File: config.mk
export PLATFORM = sky130hd
export DESIGN_NAME = key_event_ctrl
export DESIGN_NICKNAME = d
export VERILOG_FILES = /design/src/rtl/pdu_pkg.sv /design/src/rtl/key_filter.sv /design/src/rtl/key_event_ctrl.sv
export SDC_FILE = /design/constraint.sdc
export NUM_CORES = 1
export LEC_CHECK = 0
export ABC_AREA = 1
export ABC_CLOCK_PERIOD_IN_PS = 2900
export CORE_MARGIN = 1
export CORE_UTILIZATION = 50
export DETAILED_ROUTE_END_ITERATION = 6
export GPL_TIMING_DRIVEN = 1
export PLACE_DENSITY_LB_ADDON = 0.08
export SYNTH_ARGS = -nofsm -noshare
export SYNTH_HDL_FRONTEND = slang
export SYNTH_SLANG_ARGS = --single-unit
File: constraint.sdc
create_clock -name clk -period 2.9 [get_ports clk]
set_input_delay 0.29 -clock clk [delete_from_list [all_inputs] [get_ports clk]]
set_output_delay 0.29 -clock clk [all_outputs]
set_load 0.01 [all_outputs]
File: src/rtl/pdu_pkg.sv
// Shared definitions for the key event controller: arbiter state encoding
// and the default sample-tick divider.
package pdu_pkg;

  // Arbiter states: IDLE looks for pending presses, OFFER holds one until accepted.
  typedef enum logic {
    IDLE  = 1'b0,
    OFFER = 1'b1
  } arb_state_t;

  // Default number of clk cycles per debounce sample tick.
  localparam int DEFAULT_TICK_DIV = 50000;

endpackage

File: src/rtl/key_filter.sv
// Per-key debounce filter: 2-flop synchronizer, stable-tick counter and
// debounced level register. rise pulses in the cycle whose clock edge
// takes the level from 0 to 1.
module key_filter #(
  parameter int STABLE_TICKS = 4
) (
  input  logic clk,
  input  logic rst,
  input  logic tick,
  input  logic raw,
  output logic level,
  output logic rise
);

  localparam int SW = $clog2(STABLE_TICKS + 1);
  localparam logic [SW-1:0] STABLE_MAX = SW'(STABLE_TICKS);

  logic          sync1;
  logic          sync2;
  logic [SW-1:0] stable_cnt;
  logic [SW-1:0] stable_inc;
  logic          differs;
  logic          accept;

  assign differs    = (sync2 != level);
  assign stable_inc = stable_cnt + 1'b1;
  assign accept     = tick && differs && (stable_inc == STABLE_MAX);
  assign rise       = accept && !level;

  // Two-stage synchronizer for the asynchronous button level.
  // NOTE: sequential state uses non-blocking (<=) so every flop samples the
  // pre-edge value of its source; blocking here would collapse the two stages.
  always_ff @(posedge clk) begin
    if (rst) begin
      sync1 <= 1'b0;
      sync2 <= 1'b0;
    end else begin
      sync1 <= raw;
      sync2 <= sync1;
    end
  end

  // Count consecutive disagreeing ticks; toggle the level once enough accumulate.
  always_ff @(posedge clk) begin
    if (rst) begin
      stable_cnt <= '0;
      level      <= 1'b0;
    end else if (tick) begin
      if (!differs) begin
        stable_cnt <= '0;
      end else if (accept) begin
        stable_cnt <= '0;
        level      <= ~level;
      end else begin
        stable_cnt <= stable_inc;
      end
    end
  end

endmodule

File: src/rtl/key_event_ctrl.sv
// Debounced button controller: shared sample tick, one key_filter per key,
// a pending-press register and a round-robin arbiter that offers one press
// event at a time over a valid/ready handshake.
module key_event_ctrl
  import pdu_pkg::*;
#(
  parameter int N_KEYS       = 5,
  parameter int TICK_DIV     = DEFAULT_TICK_DIV,
  parameter int STABLE_TICKS = 4
) (
  input  logic              clk,
  input  logic              rst,
  input  logic [N_KEYS-1:0] key_in,
  output logic [N_KEYS-1:0] key_level,
  output logic              evt_valid,
  output logic [2:0]        evt_id,
  input  logic              evt_ready,
  output logic              evt_drop
);

  localparam int TW = (TICK_DIV > 2) ? $clog2(TICK_DIV) : 1;
  localparam logic [TW-1:0] TICK_MAX = TW'(TICK_DIV - 1);
  localparam logic [2:0]    LAST_ID  = 3'(N_KEYS - 1);

  logic [TW-1:0]     tick_cnt;
  logic              tick;
  logic [N_KEYS-1:0] rise;
  logic [N_KEYS-1:0] pending;
  logic [N_KEYS-1:0] pending_nxt;
  logic [N_KEYS-1:0] clr_mask;
  logic              drop_set;
  logic [2:0]        rr_ptr;
  logic [2:0]        rr_nxt;
  logic [2:0]        id_nxt;
  logic              handshake;
  arb_state_t        state;
  arb_state_t        state_nxt;

  logic              found_hi;
  logic              found_any;
  logic [2:0]        pick_hi;
  logic [2:0]        pick_any;
  logic [2:0]        pick;

  assign tick = (tick_cnt == TICK_MAX);

  // Free-running sample divider shared by all keys.
  always_ff @(posedge clk) begin
    if (rst) begin
      tick_cnt <= '0;
    end else if (tick) begin
      tick_cnt <= '0;
    end else begin
      tick_cnt <= tick_cnt + 1'b1;
    end
  end

  for (genvar g = 0; g < N_KEYS; g++) begin : g_key
    key_filter #(
      .STABLE_TICKS(STABLE_TICKS)
    ) u_filter (
      .clk  (clk),
      .rst  (rst),
      .tick (tick),
      .raw  (key_in[g]),
      .level(key_level[g]),
      .rise (rise[g])
    );
  end

  // Round-robin search: lowest pending index at or above rr_ptr, else lowest overall.
  // NOTE: every variable assigned in always_comb gets a default first so no
  // path leaves it unassigned, which would infer a latch.
  always_comb begin
    found_hi  = 1'b0;
    found_any = 1'b0;
    pick_hi   = '0;
    pick_any  = '0;
    for (int i = N_KEYS - 1; i >= 0; i--) begin
      if (pending[i]) begin
        found_any = 1'b1;
        pick_any  = 3'(i);
        if (3'(i) >= rr_ptr) begin
          found_hi = 1'b1;
          pick_hi  = 3'(i);
        end
      end
    end
    pick = found_hi ? pick_hi : pick_any;
  end

  // Arbiter next-state and outputs.
  always_comb begin
    state_nxt = state;
    id_nxt    = evt_id;
    rr_nxt    = rr_ptr;
    handshake = 1'b0;
    evt_valid = 1'b0;
    case (state)
      IDLE: begin
        if (found_any) begin
          id_nxt    = pick;
          state_nxt = OFFER;
        end
      end
      OFFER: begin
        evt_valid = 1'b1;
        if (evt_ready) begin
          handshake = 1'b1;
          rr_nxt    = (evt_id == LAST_ID) ? 3'd0 : evt_id + 3'd1;
          state_nxt = IDLE;
        end
      end
      default: state_nxt = IDLE;
    endcase
  end

  // Pending update: a new press wins over the handshake clear of the same key;
  // a press landing on a still-pending key is coalesced and flagged.
  always_comb begin
    clr_mask = '0;
    if (handshake) begin
      clr_mask[evt_id] = 1'b1;
    end
    pending_nxt = (pending & ~clr_mask) | rise;
    drop_set    = |(rise & pending & ~clr_mask);
  end

  // Arbiter state, offered id, round-robin pointer, pending set and drop flag.
  always_ff @(posedge clk) begin
    if (rst) begin
      state    <= IDLE;
      evt_id   <= '0;
      rr_ptr   <= '0;
      pending  <= '0;
      evt_drop <= 1'b0;
    end else begin
      state    <= state_nxt;
      evt_id   <= id_nxt;
      rr_ptr   <= rr_nxt;
      pending  <= pending_nxt;
      evt_drop <= evt_drop | drop_set;
    end
  end

endmodule

== After elaboration in Yosys (flattened, before gate mapping) ==
Index checks and enable logic that the tools add are counted.

* Reduce and logical (&&, ||, !) cells: 30
* Equality and inequality tests: 12
* Muxes and demuxes: 51
* Add/sub/neg operators: 7
* Bitwise gates (word level): 12
* Order comparisons: 7

{| class="wikitable"
|+ Operators with widths
! operator !! number
|-
| 2-to-1 mux 3 bit || 27
|-
| 2-to-1 mux 1 bit || 21
|-
| adder 3 x 1 -> 3 bit (second input constant) || 6
|-
| == test 3 bit (second input constant) || 6
|-
| adder 16 x 1 -> 16 bit (second input constant) || 1
|-
| == test 16 bit (second input constant) || 1
|-
| logical AND 1 bit || 16
|-
| AND 5 bit || 3
|-
| AND reduction 3 bit || 5
|-
| greater-or-equal comparator 1 x 3 -> 1 bit (first input constant) || 2
|-
| greater-or-equal comparator 2 x 3 -> 1 bit (first input constant) || 2
|-
| NOT 1 bit || 6
|-
| zero test 1 bit || 5
|-
| 2-to-1 mux 5 bit || 1
|-
| != test 1 bit || 5
|-
| NOT 5 bit || 1
|-
| OR 5 bit || 1
|-
| OR reduction 5 bit || 1
|-
| less-than comparator 3 x 4 -> 1 bit (second input constant) || 1
|-
| AND reduction 2 bit || 2
|-
| demux 1 bit (select 3 bit) || 1
|-
| greater-or-equal comparator 3 x 1 -> 1 bit (second input constant) || 1
|-
| greater-or-equal comparator 3 bit (first input constant) || 1
|-
| one-hot mux 1 bit (2 select lines) || 1
|-
| other kinds (2) || 2
|}

* Bits of input ports: 8
* Register bits after elaboration: 59
* Output and inout port bits: 10

== Longest topological paths before layout ==
* Depth after elaboration: 12
* Gate-level depth with buffers: 10
* Mapped depth without buffers: 10

== Hierarchy ==
Synthesis repeated with hierarchy kept, for this count alone.

* Cells, all modules: 414
* Area total of the unflattened synthesis: 2,934.1 um2

{| class="wikitable"
|+ Modules (own cells, without submodules)
! module !! times used !! cells an instance !! area an instance (um2)
|-
| key_event_ctrl || 1 || 234 || 1,582.8
|-
| key_filter || 5 || 36 || 270.3
|}

== Worst setup path after synthesis ==
OpenSTA, ideal clock, no wires.

* Kind: register to register
* Start point: register tick_cnt[0]
* End point: register g_key[0].u_filter.stable_cnt[1]
* Cell stages (with the launch flop): 9
* Clock period less this slack: 1.496 ns
* Data required time: 2.783 ns
* Data arrival time: 1.378 ns
* Path slack: 1.404 ns
* Library setup time: 0.117 ns
* Cell sequence: dfxtp_1 > ha_1 > nand3_2 > nor2_4 > nand3_2 > nand2_1 > inv_1 > buf_6 > a32o_1

* Cells in the longest elaborated chain, start to end: 5

{| class="wikitable"
|+ Ends and longest elaborated chain
! item !! RTL line !! source
|-
| start: declaration || key_event_ctrl.sv:25 || <nowiki>logic [TW-1:0] tick_cnt;</nowiki>
|-
| start signal: assignment || key_event_ctrl.sv:54 || <nowiki>tick_cnt <= tick_cnt + 1'b1;</nowiki>
|-
| == test 16 bit * || key_event_ctrl.sv:45 || <nowiki>assign tick = (tick_cnt == TICK_MAX);</nowiki>
|-
| logical AND 1 bit (2 in series) || key_filter.sv:27 || <nowiki>assign accept = tick && differs && (stable_inc == STABLE_MAX);</nowiki>
|-
| 2-to-1 mux 3 bit || key_filter.sv:51 || <nowiki>end else if (accept) begin</nowiki>
|-
| 2-to-1 mux 3 bit || key_filter.sv:49 || <nowiki>if (!differs) begin</nowiki>
|-
| end signal: assignment || key_filter.sv:55 || <nowiki>stable_cnt <= stable_inc;</nowiki>
|-
| end: declaration || key_filter.sv:20 || <nowiki>logic [SW-1:0] stable_cnt;</nowiki>
|}

Every way passes the cells marked *; elsewhere a longest branch is shown, timed or not.
A chain may end at the register's enable or synchronous reset.

== Worst setup path in the final report ==
* Start point: register tick_cnt[0]
* End point: register g_key[1].u_filter.stable_cnt[1]

* Cells in the longest elaborated chain, start to end: 5

{| class="wikitable"
|+ Ends and longest elaborated chain
! item !! RTL line
|-
| == test 16 bit * || key_event_ctrl.sv:45
|-
| logical AND 1 bit (2 in series) || key_filter.sv:27
|-
| 2-to-1 mux 3 bit || key_filter.sv:51
|-
| 2-to-1 mux 3 bit || key_filter.sv:49
|-
| end signal: assignment || key_filter.sv:55
|-
| end: declaration || key_filter.sv:20
|}

Marked as above.

==> results_dict.tcl <==
set metrics [dict create \
    cts_buffers 9 \
    tritoncts "yes" \
    seq_area_um2 1181 \
    critPathMaxStageDelay_ns 0.37 \
    drcViolationCount 0 \
    layout.nets 398 \
    grt_pass1_vias 2108 \
    htree_levels 3 \
    fp-row-count 26 \
    fin_crit_sh 0.6946 \
    synth_nets 380 \
    finalCriticalPeriod_ns 2.014 \
    leakage_uw 0.001238 \
    initial_core_util 0.5306 \
    wl_per_cell_um 11.81 \
    fmax_ghz 0.4965 \
    clock-sinks 59 \
    r2r-end "g_key[1].u_filter.stable_cnt[1]" \
    postSynthAreaPerCell_um2 7.741 \
    synth_edf_count 0 \
    hold_viol_final 0 \
    irDropWorstVdd_uv 301.8 \
    setup_viol 0 \
    hold_path_depth 2 \
    drv_cap 0 \
    cp_top_family "simple AND/OR/NAND/NOR gates" \
    yosysSeqAreaShare 0.4250 \
    async_reset_ff_frac 0 \
    start_kind "flip-flop" \
    die_w_um 76.55 \
    cp_common_cell "nand3_2" \
    required_ns 3.12 \
    grt_usage 0.2036 \
    worstPathCellList "ha_1 -> nand3_2 -> nor2_4 -> nand3_2 -> nand2_1 -> inv_1 -> a32o_1" \
    worst_pin_slew_ns 0.3602 \
    synthesis.area_um2 2779 \
    yosysUniqueCellTypes 32 \
    postRouteAntennaNets 0 \
    slowest_stage "dfxtp_1" \
    critPathCaptureType "flip-flop" \
    diodes 0 \
    hold_end "g_key[1].u_filter.sync2" \
    cts_resized 0 \
    skew_ns 0.007017 \
    gp_congestion 0.8247 \
    synth-main-ff-cell "dfxtp_1" \
    total_power_uw 1714 \
    critPathArrivalTime_ns 2.23 \
    use_met1 0.2775 \
    r2r-start "tick_cnt[0]" \
    cts_root_buf "clkbuf_8" \
    critical_path_class "flip-flop to flip-flop" \
    via_per_inst 5.035 \
    io_buffers 17 \
    relSlewSlack 0.7596 \
    cts.reportedPaths.clkPinSlew_ns 0.07 \
    dieHeight_um 76.55 \
    r2r_slack_ns 0.89 \
    min-delay-start "g_key[1].u_filter.sync1" \
    num_vias 2276 \
    critPathBufInv 1 \
    grt_pass1_wl_um 9377 \
    hold_class "flip-flop to flip-flop" \
    drv_slew 0 \
    netlist_instances 359 \
    synthToLayoutAreaGrowth_pct 15.22 \
    wl_um 5339 \
    multi_input_area_um2 1285 \
    antenna_found_initial 0 \
    grtUsageMet3 0.04671 \
    rr_worst_depth 7 \
    clockBufferDepth 2 \
    dp_hpwl_um 3951 \
    synth_warnings 0 \
    pin_count 18 \
    status "finished, final reports clean" \
    coreArea_um2 5238 \
    dieArea_um2 5860 \
    cp_max_fo 11 \
    setup-tns-final_ns 0 \
    grt.overflow.total 0 \
    gr-max-usage-layer "met2" \
    synth-seq-cells 59 \
    powerDensity_nw_per_um2 535.3 \
    clk_latency_ns 0.33 \
    fill_cells 473 \
    grtUsageMet2 0.2991 \
    dr.pass1.iters 4 \
    ctsHoldBuffers 0 \
    grt_max_degree 27 \
    layout-drive-gt1-share 0.1021 \
    drt-initial-drc-count 176 \
    cts_setup_buffers 0 \
    rsz0062_at_grt "no" \
]
placed cells by master, fill, tap and decap left out, types with 5 or more instances in the layout:
cell type	instances
inv_1	60
dfxtp_1	59
nor2_1	48
nand2_1	46
a21oi_1	25
clkdlybuf4s50_1	17
nand4_1	14
ha_1	13
o21ai_0	11
clkbuf_8	11
nand3_1	9
nor2_2	6
nor3_1	6
xor2_1	6
o22ai_1	6
nand3_2	5
xnor2_1	5
a32o_1	5
power by group:
| part | leakage, uW | internal [uW] | switching [uW] |
|---|---|---|---|
| sequential | 0.000478 | 820 | 6.28 |
| clock | 0.000119 | 526 | 314 |
| combinational | 0.000641 | 20.1 | 27.7 |
how the worst max path moves through the flow:
stage / startpoint / cells after the start / endpoint / slack, ns
final: tick_cnt[0] / 7 / g_key[1].u_filter.stable_cnt[1] / 0.89
after global routing: tick_cnt[0] / 7 / g_key[2].u_filter.stable_cnt[1] / 0.64
after CTS: tick_cnt[0] / 7 / g_key[3].u_filter.stable_cnt[1] / 0.87
after detailed placement: tick_cnt[0] / 7 / g_key[0].u_filter.stable_cnt[1] / 0.89
after global placement: tick_cnt[0] / 7 / g_key[2].u_filter.stable_cnt[1] / 0.94
after floorplan: tick_cnt[0] / 8 / g_key[0].u_filter.stable_cnt[1] / 1.40
layout make-up:
cell class              instances  share of cell area
repair buffers                 20             0.06018
clock buffers                  11             0.04728
well taps                      70             0.02735
flip-flops and latches         59              0.3689
inverters                      61             0.07151
clock inverters                 5             0.02345
multi-input cells             226              0.4013
flip-flops by register name, summed over array words and instances, names as in the netlist:
register	count
evt_drop	1
evt_id	3
g_key.u_filter.level	5
g_key.u_filter.stable_cnt	15
g_key.u_filter.sync1	5
g_key.u_filter.sync2	5
pending	5
rr_ptr	3
state	1
tick_cnt	16
cell families (layout without fill, tap and decap cells):
group | count (synthesis) | count (layout) | share of synthesized area
compound gates | 56 | 56 | 0.1189
xor+xnor | 11 | 11 | 0.03467
fa+ha+maj | 13 | 13 | 0.05853
buf+inv | 74 | 97 | 0.1126
flops | 59 | 59 | 0.4250
simple gates | 146 | 146 | 0.2503
routing by layer:
layer / vias to the layer above / share of wire
met5: - / 0
met2: 37 / 0.42
li1: 1201 / -
met4: 0 / 0.020
met1: 1029 / 0.53
met3: 9 / 0.033
synthesized netlist by cell type, drive strengths merged (2+ instances only):
cell type	number	share of area
inv	61	0.082
dfxtp	59	0.43
nor2	56	0.086
nand2	49	0.069
a21oi	25	0.045
nand3	14	0.034
nand4	14	0.032
ha	13	0.059
o21ai	12	0.022
buf	9	0.025
nor3	6	0.011
o22ai	6	0.014
xor2	6	0.019
a32o	5	0.018
xnor2	5	0.016
clkbuf	4	0.0054
a31oi	3	0.0068
nor4	3	0.0068
o21a	3	0.0081
or2	2	0.0045
through the flow:
stage,cell area [um^2],util,hold slack [ns],cells,setup slack [ns]
floorplan,2779,-,0.3883,359,1.404
finish,3202,0.6113,0.3997,452,0.8858
CTS,3202,0.6113,0.4021,452,0.8693
detailed placement,2975,0.5681,0.3929,436,0.8922
global route,3202,0.6113,0.4145,452,0.6371
global placement,2975,0.5681,0.3913,436,0.9386
tightest hold or removal path, cell delays in order (launching register included):
cell	delay, ns
dfxtp_1	0.29
inv_1	0.04
nor2_1	0.03
(Power assumes the default switching activity.)
